$ cat src/rtl/fifo_stream_reader.sv
// Read-side drain stage for fifo_memory: credit-limited pops, one-cycle read
// latency absorbed into a 3-entry circular buffer, valid/ready stream output.
module fifo_stream_reader #(
  parameter int DATA_WIDTH = 8
) (
  input  logic                  clk,
  input  logic                  rstn,
  input  logic                  flush,
  input  logic                  fifo_empty,
  input  logic [DATA_WIDTH-1:0] fifo_read_data,
  output logic                  fifo_read_enable,
  output logic                  out_valid,
  input  logic                  out_ready,
  output logic [DATA_WIDTH-1:0] out_data,
  output logic [1:0]            buf_level
);

  // Output handshake: a word moves on a rising edge where out_valid and
  // out_ready are both high; out_valid never depends on out_ready.
  logic [DATA_WIDTH-1:0] buf_q [3];
  logic [DATA_WIDTH-1:0] buf_d [3];
  logic [1:0]            head_q, head_d;
  logic [1:0]            tail_q, tail_d;
  logic [1:0]            occ_q, occ_d;
  logic                  inflight_q, inflight_d;
  logic [2:0]            credit_used;
  logic                  capture;
  logic                  transfer;

  function automatic logic [1:0] ptr_inc(input logic [1:0] p);
    return (p == 2'd2) ? 2'd0 : p + 2'd1;
  endfunction

  always_comb begin
    // Counting the in-flight word as occupied keeps capture from overflowing.
    credit_used      = {1'b0, occ_q} + {2'b00, inflight_q};
    fifo_read_enable = rstn && !fifo_empty && !flush && (credit_used < 3'd3);
    out_valid        = (occ_q != 2'd0);
    out_data         = buf_q[head_q];
    buf_level        = occ_q;
    transfer         = out_valid && out_ready;
    capture          = inflight_q && !flush;

    buf_d      = buf_q;
    head_d     = head_q;
    tail_d     = tail_q;
    inflight_d = fifo_read_enable;

    if (capture) begin
      buf_d[tail_q] = fifo_read_data;
      tail_d        = ptr_inc(tail_q);
    end
    if (transfer) begin
      head_d = ptr_inc(head_q);
    end
    occ_d = occ_q + {1'b0, capture} - {1'b0, transfer};

    if (flush) begin
      head_d = 2'd0;
      tail_d = 2'd0;
      occ_d  = 2'd0;
    end
  end

  always_ff @(posedge clk or negedge rstn) begin
    if (!rstn) begin
      for (int i = 0; i < 3; i++) begin
        buf_q[i] <= '0;
      end
      head_q     <= 2'd0;
      tail_q     <= 2'd0;
      occ_q      <= 2'd0;
      inflight_q <= 1'b0;
    end else begin
      buf_q      <= buf_d;
      head_q     <= head_d;
      tail_q     <= tail_d;
      occ_q      <= occ_d;
      inflight_q <= inflight_d;
    end
  end

endmodule
$ cat config.mk
export PLATFORM = sky130hd
export DESIGN_NAME = fifo_stream_reader
export DESIGN_NICKNAME = d
export VERILOG_FILES = /design/src/rtl/fifo_stream_reader.sv
export SDC_FILE = /design/constraint.sdc
export NUM_CORES = 1
export LEC_CHECK = 0
export ABC_AREA = 1
export CORE_UTILIZATION = 40
export DETAILED_ROUTE_END_ITERATION = 10
export SETUP_SLACK_MARGIN = 0.1
export SYNTH_ARGS = -nofsm -noshare
export SYNTH_HDL_FRONTEND = slang
export SYNTH_SLANG_ARGS = --single-unit
$ cat constraint.sdc
create_clock -name clk -period 2.5 [get_ports clk]
set_clock_uncertainty 0.2 [all_clocks]
set_input_delay 0.5 -clock clk [delete_from_list [all_inputs] [get_ports clk]]
set_output_delay 0.5 -clock clk [all_outputs]
set_load 0.01 [all_outputs]
==> flow_summary_export.csv <==
group,metric,value,unit
placed_design,post-dp-hpwl,2.051,mm
layout,most-common-layout-cells,"nand2_1, dfrtp_1, o21ai_2",
detailed_routing,drt_first_pass_iters,4,
clock_network,numCtsBuffers,5,
global_route,grt_pass1_vias,1190,
sta,setup_total_negative_slack,0,ns
flow_run,cap_viol_max_count,0,
floorplan,num_rows,22,
clock_network,worst_skew_pair.late_latency,0.28,ns
placed_design,gp_congestion,0.6756,
worst_setup_path,crit_path_end_kind,"primary output",
floorplan,floorplan.io_pins,25,
logic_synthesis,post_synth_inst_count,172,
power,power_density,757.2,nW/um2
worst_setup_path,crit_path_start_kind,"flip-flop",
power,vdd_ir_drop_max,0.0004376,V
layout,final_common_cell,"nand2_1",
worst_setup_path,critical_path_required,1.80,ns
worst_setup_path,timing.critical_path.fanout_max,5,
placed_design,dpl.cell_count,248,
clock_network,clock_tree.root_cell,"clkbuf_8",
sta,timing_max_transition_violations_final,0,
clock_network,clock_sink_count,31,
detailed_routing,routed_wirelength,2.953,mm
logic_synthesis,postSynthAreaPerCell,9.049,um2
logic_synthesis,synthDistinctLibCells,14,
detailed_routing,wl_met3,118,um
sta,hold_ws,0.2788,ns
clock_network,cts_tree,"done",
layout,area_of_combinational_cells_with_multiple_inputs,668.1,um2
global_route,grt_pass1_wl,5.299,mm
clock_network,cts_buffer_depth,2,
layout,syn2layout_area_growth,30.55,%
floorplan,initial_core_util,0.4220,
clock_network,cts-hold-fix-buffers,0,
logic_synthesis,synth_simple_gate_area_frac,0.2436,
sta,max_freq,425.5,MHz
detailed_routing,drtIter0Drc,62,
worst_hold_path,min-delay-path-class,"reg2reg",
worst_setup_path,r2r_setup_slack,0.87,ns
logic_synthesis,synth-xor-area-share,0,
global_route,gr-total-overflow,0,
detailed_routing,met1Wirelength,1.415,mm
logic_synthesis,yosys.area_share.adder,0.03215,
layout,layout.cell_area.non_filler,2032,um2
status,run_status,"finished clean",
worst_setup_path,crit_chain,"ha_1 > ha_1 > a21oi_2 > dlygate4sd2_1",
logic_synthesis,synthMuxAreaShare,0,
layout,design.final.nets,228,
worst_setup_path,cp_slowest_stage_delay,0.43,ns
global_route,antenna_violations_before_repair,0,
layout,layout.area.seq,775.7,um2
logic_synthesis,largest_family_of_logic_cells_by_synthesized_area,"simple AND/OR/NAND/NOR gates",
sta,timing_hold_violations_final,0,
placed_design,total_of_buffers_placed_on_input_and_output_ports,24,
power,leakage_power,0.001116,uW
worst_setup_path,path_delay_family,"adder cells",
worst_setup_path,critPathMostFrequentCell,"ha_1",
global_route,grt_start_max_net_pins,32,
logic_synthesis,post_synth_instance_area,1556,um2
detailed_routing,wire_per_inst,11.36,um
global_route,track_usage,0.1717,
logic_synthesis,synth-seq-area-share,0.4984,
sta,timing.final.crit_period,2.350,ns
worst_setup_path,timing.critical_path.arrival,1.65,ns
detailed_routing,detail_route.vias_per_cell,4.608,
layout,drive_gt1_frac,0.2594,
layout,fillerInstances,352,
detailed_routing,top_layer_used,"met4",
logic_synthesis,post_synthesis_compound_gate_area_fraction,0.1511,
detailed_routing,ant_nets,0,
logic_synthesis,yosysWarningCount,0,
floorplan,core-area,3689,um2
worst_setup_path,setup.worst_path.class,"reg2out",
clock_network,cts_max_level,2,
logic_synthesis,mappedNetlistNets,189,
floorplan,die_w,64.38,um
sta,timing.slew.headroom,0.7344,
detailed_routing,vias,1198,
floorplan,die_h,64.38,um
layout,finalNonFillerCells,260,
sta,timing_worst_slew_pin_value,0.3984,ns
worst_setup_path,worstPathBufferInverterCount,1,
floorplan,die_footprint,4145,um2
detailed_routing,route.detailed.drc,0,
logic_synthesis,yosys_register_bits,31,
layout,n_antenna_cell,0,
clock_network,clk_pin_slew_worst_paths,0.06,ns
placed_design,place_area,1876,um2
sta,timing.final.setup_violations,0,
sta,rsz0062_at_grt,"yes",
worst_setup_path,worst_path_max_delay_cell,"dfrtp_1",
detailed_routing,met2RoutedLength,1.391,mm
sta,fin_crit_sh,0.9401,
cell usage after synthesis:
master	number	area, um2
nor2_2	4	25.02
a21oi_1	2	10.01
nand2_1	50	187.7
inv_1	22	82.58
ha_1	4	50.05
nand2_2	4	25.02
nand2_4	3	33.78
o21ai_2	24	210.2
nor2_4	1	11.26
nand3_1	14	70.07
o21ai_0	3	15.01
nor2_1	7	26.28
dfrtp_1	31	775.7
buf_6	3	33.78
repair_timing:
item,4_1_cts,5_1_grt
pin swaps,0,0
setup endpoints to repair,4,8
setup buffers,1,3
resized for setup,3,9
worst paths after layout:
kind                                             start                endpoint  depth (start not counted)
worst max register to register  buf_level[0]$_DFF_PN0_  buf_level[1]$_DFF_PN0_                          7
worst min-delay path             buf_q[23]$_DFFE_PN0P_   buf_q[23]$_DFFE_PN0P_                          2
min in group asynchronous                         rstn   buf_q[12]$_DFFE_PN0P_                          2
max in group asynchronous                         rstn   buf_q[23]$_DFFE_PN0P_                          2
worst max-delay path            buf_level[0]$_DFF_PN0_        fifo_read_enable                          4
worst min register to register   buf_q[23]$_DFFE_PN0P_   buf_q[23]$_DFFE_PN0P_                          2
registers in the layout, indices dropped and copies added (netlist names):
name        cells
tail_q          2
head_q          2
inflight_q      1
buf_level       2
buf_q          24
per-layer routing:
layer | global-route usage | vias to the layer above
li1 | - | 622
met1 | 0.2145 | 553
met2 | 0.2763 | 21
met3 | 0.05536 | 2
met4 | 0.06111 | 0
met5 | 0 | -
power by group:
group	total [uW]	switching, uW	internal, uW	leakage, uW
Sequential	627	52.7	574	0.000416
Clock	422	171	251	0.0000515
Combinational	490	242	248	0.000649
cell type report:
class                           count  share of cell area
Sequential cell                    31              0.3818
Multi-Input combinational cell    116              0.3288
Timing Repair Buffer               35              0.1700
Clock buffer                        8             0.04926
Inverter                           22             0.04064
Tap cell                           48             0.02956
worst reg2reg max path: stages (launching register included):
cell and delay, ns:
dfrtp_1 0.43, nor2_1 0.16, nor2_1 0.09, ha_1 0.27
inv_1 0.04, ha_1 0.18, a21oi_1 0.11, nor2_1 0.06
through the flow:
stage | util | worst slack [ns] | total power (uW)
after detailed placement | 0.5085 | -0.03583 | 1132
final | 0.5509 | 0.1496 | 1539
after global placement | 0.5085 | -0.004563 | 1124
after CTS | 0.5380 | 0.09835 | 1564
after floorplan | - | 0.6382 | 889.7
after global routing | 0.5509 | 0.04775 | 1652
kinds of logic (layout without fill, tap and decap cells):
kind of cell,count (synthesis),in the layout
and+or+nand+nor,83,83
DFF,31,31
AOI/OAI and AO/OA,29,29
buffers and inverters,25,65
adders and majority gates,4,4
Power figures use the tool's default switching activity.
